File: config.mk
export PLATFORM = sky130hd
export DESIGN_NAME = instr_decode_stage
export DESIGN_NICKNAME = d
export VERILOG_FILES = /design/src/rtl/rv32_pkg.sv /design/src/rtl/imm_gen.sv /design/src/rtl/instr_decode_stage.sv
export SDC_FILE = /design/constraint.sdc
export NUM_CORES = 1
export LEC_CHECK = 0
export CAP_MARGIN = 20
export CORE_MARGIN = 4
export CORE_UTILIZATION = 54
export DETAILED_ROUTE_END_ITERATION = 10
export PLACE_DENSITY = 0.87
export SYNTH_ARGS = -nofsm -noshare
export SYNTH_HDL_FRONTEND = slang
export SYNTH_SLANG_ARGS = --single-unit
File: constraint.sdc
create_clock -name clk -period 4.6 [get_ports clk]
set_input_delay 0.92 -clock clk [delete_from_list [all_inputs] [get_ports clk]]
set_output_delay 0.92 -clock clk [all_outputs]
set_load 0.05 [all_outputs]
File: src/rtl/rv32_pkg.sv
// rtl/rv32_pkg.sv - RV32I opcode constants, immediate formats and the decode-to-execute bundle
package rv32_pkg;

  localparam logic [6:0] OPC_LUI    = 7'b0110111;
  localparam logic [6:0] OPC_AUIPC  = 7'b0010111;
  localparam logic [6:0] OPC_JAL    = 7'b1101111;
  localparam logic [6:0] OPC_JALR   = 7'b1100111;
  localparam logic [6:0] OPC_BRANCH = 7'b1100011;
  localparam logic [6:0] OPC_LOAD   = 7'b0000011;
  localparam logic [6:0] OPC_STORE  = 7'b0100011;
  localparam logic [6:0] OPC_OPIMM  = 7'b0010011;
  localparam logic [6:0] OPC_OP     = 7'b0110011;

  typedef enum logic [2:0] {IMM_I, IMM_S, IMM_B, IMM_U, IMM_J, IMM_NONE} imm_type_t;

  typedef struct packed {
    logic [31:0] pc;
    logic [31:0] rs1_data;
    logic [31:0] rs2_data;
    logic [31:0] imm;
    logic [4:0]  rd;
    logic        reg_write;
    logic [6:0]  opcode;
    logic [2:0]  funct3;
    logic        funct7b5;
  } ex_bundle_t;

  function automatic imm_type_t imm_type_of(input logic [6:0] opcode);
    case (opcode)
      OPC_LOAD, OPC_OPIMM, OPC_JALR: imm_type_of = IMM_I;
      OPC_STORE:                     imm_type_of = IMM_S;
      OPC_BRANCH:                    imm_type_of = IMM_B;
      OPC_LUI, OPC_AUIPC:            imm_type_of = IMM_U;
      OPC_JAL:                       imm_type_of = IMM_J;
      default:                       imm_type_of = IMM_NONE;
    endcase
  endfunction

endpackage

File: src/rtl/imm_gen.sv
// rtl/imm_gen.sv - combinational sign-extended immediate extraction for RV32I formats
module imm_gen
  import rv32_pkg::*;
(
  input  logic [31:0] instr_i,
  output logic [31:0] imm_o
);

  imm_type_t kind;
  assign kind = imm_type_of(instr_i[6:0]);

  always_comb begin
    imm_o = '0;
    case (kind)
      IMM_I:   imm_o = {{20{instr_i[31]}}, instr_i[31:20]};
      IMM_S:   imm_o = {{20{instr_i[31]}}, instr_i[31:25], instr_i[11:7]};
      IMM_B:   imm_o = {{19{instr_i[31]}}, instr_i[31], instr_i[7], instr_i[30:25], instr_i[11:8], 1'b0};
      IMM_U:   imm_o = {instr_i[31:12], 12'b0};
      IMM_J:   imm_o = {{11{instr_i[31]}}, instr_i[31], instr_i[19:12], instr_i[20], instr_i[30:21], 1'b0};
      default: imm_o = '0;
    endcase
  end

endmodule

File: src/rtl/instr_decode_stage.sv
// rtl/instr_decode_stage.sv - RV32I decode stage with RAW scoreboard and execute handshake
module instr_decode_stage
  import rv32_pkg::*;
(
  input  logic        clk,
  input  logic        rst_n,
  input  logic        if_valid,
  output logic        if_ready,
  input  logic [31:0] if_instr,
  input  logic [31:0] if_pc,
  input  logic        flush,
  output logic [4:0]  Rs1,
  output logic [4:0]  Rs2,
  input  logic [31:0] Read_data1,
  input  logic [31:0] Read_data2,
  input  logic        wb_valid,
  input  logic [4:0]  wb_rd,
  output logic        ex_valid,
  input  logic        ex_ready,
  output logic [31:0] ex_pc,
  output logic [31:0] ex_rs1_data,
  output logic [31:0] ex_rs2_data,
  output logic [31:0] ex_imm,
  output logic [4:0]  ex_rd,
  output logic        ex_reg_write,
  output logic [6:0]  ex_opcode,
  output logic [2:0]  ex_funct3,
  output logic        ex_funct7b5
);

  logic        id_valid_q, id_valid_d;
  logic [31:0] id_instr_q, id_instr_d;
  logic [31:0] id_pc_q, id_pc_d;
  logic        ex_valid_q, ex_valid_d;
  ex_bundle_t  ex_q, ex_d;
  logic [31:0] pending_q, pending_d;

  logic [6:0]  opcode;
  logic [4:0]  rs1, rs2, rd;
  logic [31:0] imm;
  logic        uses_rs1, uses_rs2, writes_rd, hazard, issue;

  assign opcode = id_instr_q[6:0];
  assign rd     = id_instr_q[11:7];
  assign rs1    = id_instr_q[19:15];
  assign rs2    = id_instr_q[24:20];

  imm_gen u_imm_gen (
    .instr_i (id_instr_q),
    .imm_o   (imm)
  );

  always_comb begin
    uses_rs1  = 1'b0;
    uses_rs2  = 1'b0;
    writes_rd = 1'b0;
    case (opcode)
      OPC_LUI, OPC_AUIPC, OPC_JAL: writes_rd = 1'b1;
      OPC_JALR, OPC_LOAD, OPC_OPIMM: begin
        uses_rs1  = 1'b1;
        writes_rd = 1'b1;
      end
      OPC_OP: begin
        uses_rs1  = 1'b1;
        uses_rs2  = 1'b1;
        writes_rd = 1'b1;
      end
      OPC_BRANCH, OPC_STORE: begin
        uses_rs1 = 1'b1;
        uses_rs2 = 1'b1;
      end
      default: ;
    endcase
    if (rd == 5'd0) writes_rd = 1'b0;
  end

  assign hazard = (uses_rs1 && (rs1 != 5'd0) && pending_q[rs1]) ||
                  (uses_rs2 && (rs2 != 5'd0) && pending_q[rs2]);
  assign issue    = id_valid_q && !hazard && !flush && (!ex_valid_q || ex_ready);
  assign if_ready = !flush && (!id_valid_q || issue);

  always_comb begin
    id_valid_d = id_valid_q;
    id_instr_d = id_instr_q;
    id_pc_d    = id_pc_q;
    if (flush) begin
      id_valid_d = 1'b0;
    end else if (if_valid && if_ready) begin
      id_valid_d = 1'b1;
      id_instr_d = if_instr;
      id_pc_d    = if_pc;
    end else if (issue) begin
      id_valid_d = 1'b0;
    end
  end

  always_comb begin
    ex_valid_d = ex_valid_q;
    ex_d       = ex_q;
    if (issue) begin
      ex_valid_d       = 1'b1;
      ex_d.pc          = id_pc_q;
      ex_d.rs1_data    = Read_data1;
      ex_d.rs2_data    = Read_data2;
      ex_d.imm         = imm;
      ex_d.rd          = rd;
      ex_d.reg_write   = writes_rd;
      ex_d.opcode      = opcode;
      ex_d.funct3      = id_instr_q[14:12];
      ex_d.funct7b5    = id_instr_q[30];
    end else if (ex_ready) begin
      ex_valid_d = 1'b0;
    end
  end

  // Set is applied after clear so a newly issued writer keeps its pending bit.
  always_comb begin
    pending_d = pending_q;
    if (wb_valid && (wb_rd != 5'd0)) pending_d[wb_rd] = 1'b0;
    if (issue && writes_rd) pending_d[rd] = 1'b1;
    pending_d[0] = 1'b0;
  end

  always_ff @(posedge clk or negedge rst_n) begin
    if (!rst_n) begin
      id_valid_q <= 1'b0;
      id_instr_q <= '0;
      id_pc_q    <= '0;
      ex_valid_q <= 1'b0;
      ex_q       <= '0;
      pending_q  <= '0;
    end else begin
      id_valid_q <= id_valid_d;
      id_instr_q <= id_instr_d;
      id_pc_q    <= id_pc_d;
      ex_valid_q <= ex_valid_d;
      ex_q       <= ex_d;
      pending_q  <= pending_d;
    end
  end

  assign Rs1          = rs1;
  assign Rs2          = rs2;
  assign ex_valid     = ex_valid_q;
  assign ex_pc        = ex_q.pc;
  assign ex_rs1_data  = ex_q.rs1_data;
  assign ex_rs2_data  = ex_q.rs2_data;
  assign ex_imm       = ex_q.imm;
  assign ex_rd        = ex_q.rd;
  assign ex_reg_write = ex_q.reg_write;
  assign ex_opcode    = ex_q.opcode;
  assign ex_funct3    = ex_q.funct3;
  assign ex_funct7b5  = ex_q.funct7b5;

endmodule

======== Word-level counts from Yosys, hierarchy flattened ========
Cells that the tools add are included.
storage, ports and cells
  output and inout port bits .............. 157
  bits in registers ....................... 242
cells by class
  reductions and logical operators ........ 33
  $lt $le $gt $ge ......................... 6
  mux-type cells .......................... 21
  bitwise logic cells ..................... 4
  equal/unequal tests ..................... 13
operators with widths
  cell                                                                                  count
  32-bit case mux with 5 select lines                                                   1
  32-bit 2-to-1 mux                                                                     2
  32-bit AND                                                                            1
  32-bit inverter                                                                       1
  32-bit bitwise OR                                                                     1
  5-bit by 6-bit less-than comparator with 1-bit output (second input constant)         4
  7-bit by 6-bit == test with 1-bit output (second input constant)                      3
  7-bit == test (second input constant)                                                 3
  3-bit case mux with 5 select lines                                                    1
  5-bit nonzero test                                                                    3
  7-bit by 5-bit == test with 1-bit output (second input constant)                      2
  1-bit logical AND                                                                     13
  1-bit 2-to-1 mux                                                                      13
  1-bit binary-select mux with 5-bit select                                             2
  1-bit demux with 5-bit select                                                         2
  5-bit by 1-bit greater-or-equal comparator with 1-bit output (second input constant)  2
  7-bit by 2-bit == test with 1-bit output (second input constant)                      1
  7-bit OR reduction                                                                    1
  3-bit by 2-bit == test with 1-bit output (second input constant)                      2
  3-bit OR reduction                                                                    2
  6-bit OR reduction                                                                    1
  5-bit logical NOT                                                                     1
  1-bit logical NOT                                                                     4
  3-bit by 1-bit == test with 1-bit output (second input constant)                      1
  other kinds (8)                                                                       10

======== Depth between registers and ports, before layout ========
  word-level depth ........................ 15
  depth in mapped cells ................... 11
  depth with buffers taken out ............ 6

======== Cells and area by module ========
A second synthesis with hierarchy kept.
second synthesis, totals
  cells, all modules ...................... 1173
  area, all modules ....................... 12833.6 um^2
modules (own cells, without submodules)
  module              cells each  instances  seq. area each (um^2)  area an instance (um^2)
  instr_decode_stage  1087        1          6055.8                 12284.3
  imm_gen             86          1          0.0                    549.3

======== Worst setup path before layout ========
OpenSTA, ideal clock, no wires.
  kind .................................... reg2out
  start point ............................. reg id_instr_q[21]
  end point ............................... out if_ready
  stages on the path, launching flop included .. 10
  data arrival time ....................... 2.744 ns
  buffers on the path ..................... 3
  setup slack ............................. 0.936 ns
  path through ............................ dfrtp_1 buf_2 mux4_2 and2_0 o211ai_1 nand4_1 clkbuf_1 o31a_1 clkbuf_1 nor2_1
on the way
  word-level cells in the longest chain between the ends .. 10
  elaborated cells between the ends (all ways) .. 12
  those cells by class .................... mux (2); reduce/logical (10)
ends and longest elaborated chain
  element                                                                                 line                       text
  start: declaration                                                                      instr_decode_stage.sv:32   logic [31:0] id_instr_q, id_instr_d;
  start signal: assignment                                                                instr_decode_stage.sv:134  id_instr_q <= id_instr_d;
  1-bit binary-select mux with 5-bit select / 5-bit nonzero test (equally long branches)  instr_decode_stage.sv:78   (uses_rs2 && (rs2 != 5'd0) && pending_q[rs2]);
  1-bit 2-to-1 mux (not written as such) / 1-bit logical AND (equally long branches)      instr_decode_stage.sv:78
  1-bit logical AND *                                                                     instr_decode_stage.sv:78
  1-bit logical OR *                                                                      instr_decode_stage.sv:77   assign hazard = (uses_rs1 && (rs1 != 5'd0) && pending_q[rs1]) ||
  1-bit logical NOT *                                                                     instr_decode_stage.sv:79   assign issue = id_valid_q && !hazard && !flush && (!ex_valid_q || ex_ready);
  1-bit logical AND * (3 in a row)                                                        instr_decode_stage.sv:79
  1-bit logical OR *                                                                      instr_decode_stage.sv:80   assign if_ready = !flush && (!id_valid_q || issue);
  1-bit logical AND *                                                                     instr_decode_stage.sv:80
  end: declaration                                                                        instr_decode_stage.sv:8    output logic if_ready,
Mark *: on every way between the ends. The rest lies on a longest branch, timed or not. The select of a mux whose other input is x is not followed.

======== Worst setup path in the final report ========
  start point ............................. reg id_instr_q[17]
  end point ............................... out if_ready
on the way
  word-level cells in the longest chain between the ends .. 10
  elaborated cells between the ends (all ways) .. 12
  those cells by class .................... mux (2); reduce/logical (10)
ends and longest elaborated chain
  element                                                                                 line
  1-bit binary-select mux with 5-bit select / 5-bit nonzero test (equally long branches)  instr_decode_stage.sv:77
  1-bit 2-to-1 mux (not written as such) / 1-bit logical AND (equally long branches)      instr_decode_stage.sv:77
  1-bit logical AND *                                                                     instr_decode_stage.sv:77
  1-bit logical OR *                                                                      instr_decode_stage.sv:77
  1-bit logical NOT *                                                                     instr_decode_stage.sv:79
  1-bit logical AND * (3 in a row)                                                        instr_decode_stage.sv:79
  1-bit logical OR *                                                                      instr_decode_stage.sv:80
  1-bit logical AND *                                                                     instr_decode_stage.sv:80
Marked as above.

==> impl_table.tex <==
\begin{tabular}{lr}
\hline
Metric & Value \\
\hline
\multicolumn{2}{l}{\textbf{Outcome}} \\
\quad Status & complete, no violations \\
\multicolumn{2}{l}{\textbf{GRT}} \\
\quad Wire length of the first global-routing pass & 57200 µm \\
\quad Remaining Overflow, GRT & 0 \\
\quad Via count of the first global-routing pass & 10100 \\
\quad Total routing resource utilization after global routing & roughly 29\% \\
\quad Largest net degree at the start of global routing & 137 \\
\quad Initial antenna violation count & 3 \\
\multicolumn{2}{l}{\textbf{Worst setup path}} \\
\quad Highest net fanout along the worst path & 14 \\
\quad Start of the worst register-to-register path & id\_instr\_q[21]\$\_DFFE\_PN0P\_ \\
\quad Arrival time at the worst endpoint & 3120 ps \\
\quad Critical path class & flop to output pin \\
\quad Setup slack of the most critical reg-to-reg path & 1130 ps \\
\quad Setup crit start kind & flop \\
\quad Cell depth of the worst flop-to-flop path & 8 \\
\quad Nature of the critical path endpoint & output pin \\
\quad End of the worst register-to-register path & pending\_q[20]\$\_DFF\_PN0\_ \\
\quad Critical path required time & around 3700 ps \\
\multicolumn{2}{l}{\textbf{Route}} \\
\quad Post-route ant nets & 0 \\
\quad Violation count after the first detailed-routing iteration & 929 \\
\quad Iteration count of the initial detailed-routing pass & 5 \\
\quad Routed length per placed instance & between 20 and 25 µm \\
\quad Overall via count from detail\_route & 9918 \\
\quad WL final & about 37000 µm \\
\quad Post-detailed-route via-to-cell ratio & 6.35 \\
\quad Post-detailed-route DRC marker count & 0 \\
\multicolumn{2}{l}{\textbf{Pwr}} \\
\quad Leakage dissipation & slightly above 6 nW \\
\quad Worst IR Drop VDD & 0.442 mV \\
\quad Cell area power density & between 500 and 600 nW/µm² \\
\multicolumn{2}{l}{\textbf{STA}} \\
\quad Number of failing setup endpoints in the final timing report & 0 \\
\quad Ratio of final minimum period to clock period & $\sim$88\% \\
\quad Total count of max-transition violations in the final report & 0 \\
\quad Final Hold Fails & 0 \\
\quad Clk\_skew & $\sim$13 ps \\
\quad Unrepaired setup endpoints after global routing & no \\
\quad Peak Freq & 0.248 GHz \\
\quad Tightest Pin Transition & around 1100 ps \\
\quad Setup slack of the critical path after layout & 565 ps \\
\quad TNS Setup & 0 ps \\
\quad Slew headroom & $\sim$29\% \\
\quad Minimum clock period & just over 4000 ps \\
\multicolumn{2}{l}{\textbf{CTS}} \\
\quad Hold Buf Count CTS & 0 \\
\quad Clock latency reported for the late side of the worst-skew pair & between 500 and 600 ps \\
\quad Total setup buffers inserted after CTS & 0 \\
\quad Root Buffer Master & clkbuf\_16 \\
\quad Clock tree buffer depth & 3 \\
\quad Number of clock buffers inserted by TritonCTS & 26 \\
\quad Clock transition at the registers of the reported paths & 60 ps \\
\quad Count of instances resized after the clock tree is built & 0 \\
\quad Clock tree from TritonCTS & done \\
\quad H-tree level count & 1 \\
\quad TritonCTS sink count & 242 \\
\multicolumn{2}{l}{\textbf{Place}} \\
\quad DP HPWL & around 24000 µm \\
\quad Post-place setup slack & 943 ps \\
\quad Count of input and output buffers & 295 \\
\quad GP Congestion & 0.973 \\
\multicolumn{2}{l}{\textbf{Floorplan}} \\
\quad Initial cell density of the core & 55.4\% \\
\quad Chip height & 156 µm \\
\quad Standard-cell row count & 53 \\
\quad Boundary pin count & 296 \\
\quad Core region area & between 20000 and 25000 µm² \\
\quad Area enclosed by the die boundary & 24200 µm² \\
\quad Overall die width & about 160 µm \\
\multicolumn{2}{l}{\textbf{Hold path}} \\
\quad Hold path cells & 1 \\
\quad Worst Hold Path EP & ex\_pc[20]\$\_DFFE\_PN0P\_ \\
\quad Worst Hold Launch & ex\_pc[20]\$\_DFFE\_PN0P\_ \\
\quad Worst Hold Class & flop to flop \\
\multicolumn{2}{l}{\textbf{Logic synthesis}} \\
\quad Proportion of synthesized chip area in sequential cells & about half \\
\quad Largest area contributor in the synthesized netlist & dfrtp\_1 \\
\quad Post-Synth XOR/XNOR Area & 0\% \\
\quad Async SR Flop Fraction & 100\% \\
\quad Cell types occupying the most area after synthesis & dfrtp\_1 (52\%), mux2\_2 (12\%), o311ai\_0 (4.9\%) \\
\quad Dominant combinational cell family by area after synthesis & compound AO/OA/AOI/OAI gates \\
\quad Post-synthesis area per instance & 11.3 µm² \\
\quad Area of the mapped netlist & around 12000 µm² \\
\quad Share of the synthesized area in the top cell type & slightly above 50\% \\
\quad Count of flip-flops with a built-in enable after synthesis & 0 \\
\quad Adder-cell share of the synthesized area & 0\% \\
\quad Multiplexer share of the synthesized area & 16.0\% \\
\quad Synthesized netlist net count & 1180 \\
\quad Synth unique cells & 54 \\
\quad Count of mapped cells out of synthesis & 1041 \\
\quad Yosys synthesis warning count & 0 \\
\quad Flip-flop and latch count after synthesis & roughly 240 \\
\quad Synth Area in Simple Gates & 7.22\% \\
\quad Most used DFF post-synth & dfrtp\_1 \\
\quad Area fraction in compound gates after synthesis & between 10\% and 20\% \\
\multicolumn{2}{l}{\textbf{Finish}} \\
\quad Number of fillers in the final layout & roughly 1400 \\
\quad Total Nets Final & 1406 \\
\quad Synth-to-layout area growth & 33.2\% \\
\quad Fraction of final layout cells sized beyond drive strength 1 & 18.2\% \\
\quad Count of inserted antenna diode cells & 0 \\
\multicolumn{2}{l}{\textbf{Flow run}} \\
\quad Maximum Capacitance Violations & 0 \\
\hline
\end{tabular}
==> state kept, by name, summed over array words and instances (netlist names), 3 cells and up <==
register / flops
ex_opcode: 7
ex_rs1_data: 32
ex_imm: 32
id_pc_q: 32
ex_funct3: 3
ex_rs2_data: 32
ex_rd: 5
ex_pc: 32
pending_q: 31
id_instr_q: 32
==> where the power goes <==
group	internal, mW	switching, mW
sequential	2.65	0.498
clock	1.37	0.862
combinational	1.27	2.21
total	5.29	3.57
==> cell families (layout without fill, tap and decap cells) <==
kind of cell,Yosys count,after routing
DFF,242,242
AOI/OAI and AO/OA,322,322
muxes,160,160
and+or+nand+nor,174,174
buffers and inverters,143,389
==> layer usage <==
| metal | global-route usage (%) | part of all wire [%] | vias to the layer above |
|---|---|---|---|
| li1 | - | - | 4345 |
| met1 | 39.5 | 39 | 4936 |
| met2 | 48.2 | 48 | 556 |
| met3 | 7.13 | 10 | 77 |
| met4 | 8.75 | 3.1 | 4 |
| met5 | 0 | 0.089 | - |
==> cell type report <==
| cell class | instances | area, µm² | share of cell area [%] |
|---|---|---|---|
| clock buffers | 34 | 742 | 4.74 |
| clock inverters | 14 | 183 | 1.17 |
| inverters | 25 | 93.8 | 0.599 |
| multi-input cells | 656 | 5090 | 32.5 |
| flip-flops and latches | 242 | 6060 | 38.7 |
| well taps | 275 | 344 | 2.20 |
| repair buffers | 316 | 3150 | 20.1 |
==> Yosys cell counts, types with 2 or more instances <==
cell      number
o211ai_1      65
mux2_2       121
nand2b_1       4
and2_0         2
o311ai_0      66
mux4_2         7
o21ai_0      111
o31ai_1       21
and2_1         3
buf_1         10
buf_2         25
and3_1         2
buf_4         12
nand2_1       95
a21oi_1       23
mux2i_1       29
and4b_1        2
a211oi_1       3
or3b_2         7
o21bai_1       2
buf_6          5
and3b_1        2
dfrtp_1      242
nor2b_1        6
clkbuf_1      66
nand3_1        6
nor3b_1        2
or2_2          4
mux4_1         2
nor2_1        17
a22o_1         4
or4_1          2
nand3b_1       7
o41ai_2       15
or3_1          3
nand4_1        4
inv_1         25
nor3_1         3
==> cell usage in the layout (no fill, tap or decap), types with 3 or more instances in the layout <==
master	count
mux4_2	7
o21ai_0	111
a211oi_1	3
dfrtp_1	241
clkbuf_1	3
nor2_1	16
clkbuf_8	4
nand2b_1	4
clkdlybuf4s50_1	292
and2_1	3
clkinv_2	7
a21oi_1	23
inv_1	24
mux2_2	121
clkbuf_16	27
nand4_1	4
bufinv_16	4
buf_4	19
a22o_1	4
nand2_1	95
or2_2	4
mux2i_1	29
or3b_2	7
nand3b_1	7
nor2b_1	5
o41ai_2	15
o31ai_1	21
o311ai_0	66
nand3_1	6
o211ai_1	65
==> how the worst max path moves through the flow <==
stage	from	endpoint	slack, ps	cells past startpoint
3_3_place_gp	id_instr_q[22]$_DFFE_PN0P_	ex_funct3[1]$_DFFE_PN0P_	1010	7
3_5_place_dp	id_instr_q[21]$_DFFE_PN0P_	ex_pc[1]$_DFFE_PN0P_	940	7
6_report	id_instr_q[17]$_DFFE_PN0P_	if_ready	560	7
4_1_cts	id_instr_q[21]$_DFFE_PN0P_	if_ready	530	7
2_1_floorplan	id_instr_q[21]$_DFFE_PN0P_	if_ready	940	9
5_1_grt	id_instr_q[21]$_DFFE_PN0P_	if_ready	340	7
==> through the flow <==
step	cell area, µm²	hold WS, ps	util, %	power (mW)	cells
after global placement	14700	487	69.3	6.55	1513
after global routing	15700	517	73.8	9.19	1562
after floorplan	11800	481	-	5.31	1041
after CTS	15600	506	73.7	8.89	1561
after detailed placement	14700	493	69.3	6.63	1513
final	15700	504	73.8	8.85	1562
==> worst max-delay path, cell delays in order, from the launching register on <==
cell and delay (ps):
dfrtp_1 690, mux4_1 630, mux2_2 270, nand2_1 100
a2111oi_4 100, o31a_2 390, nor2_1 170, buf_4 230
No activity file was read; power rests on OpenSTA's default activity.
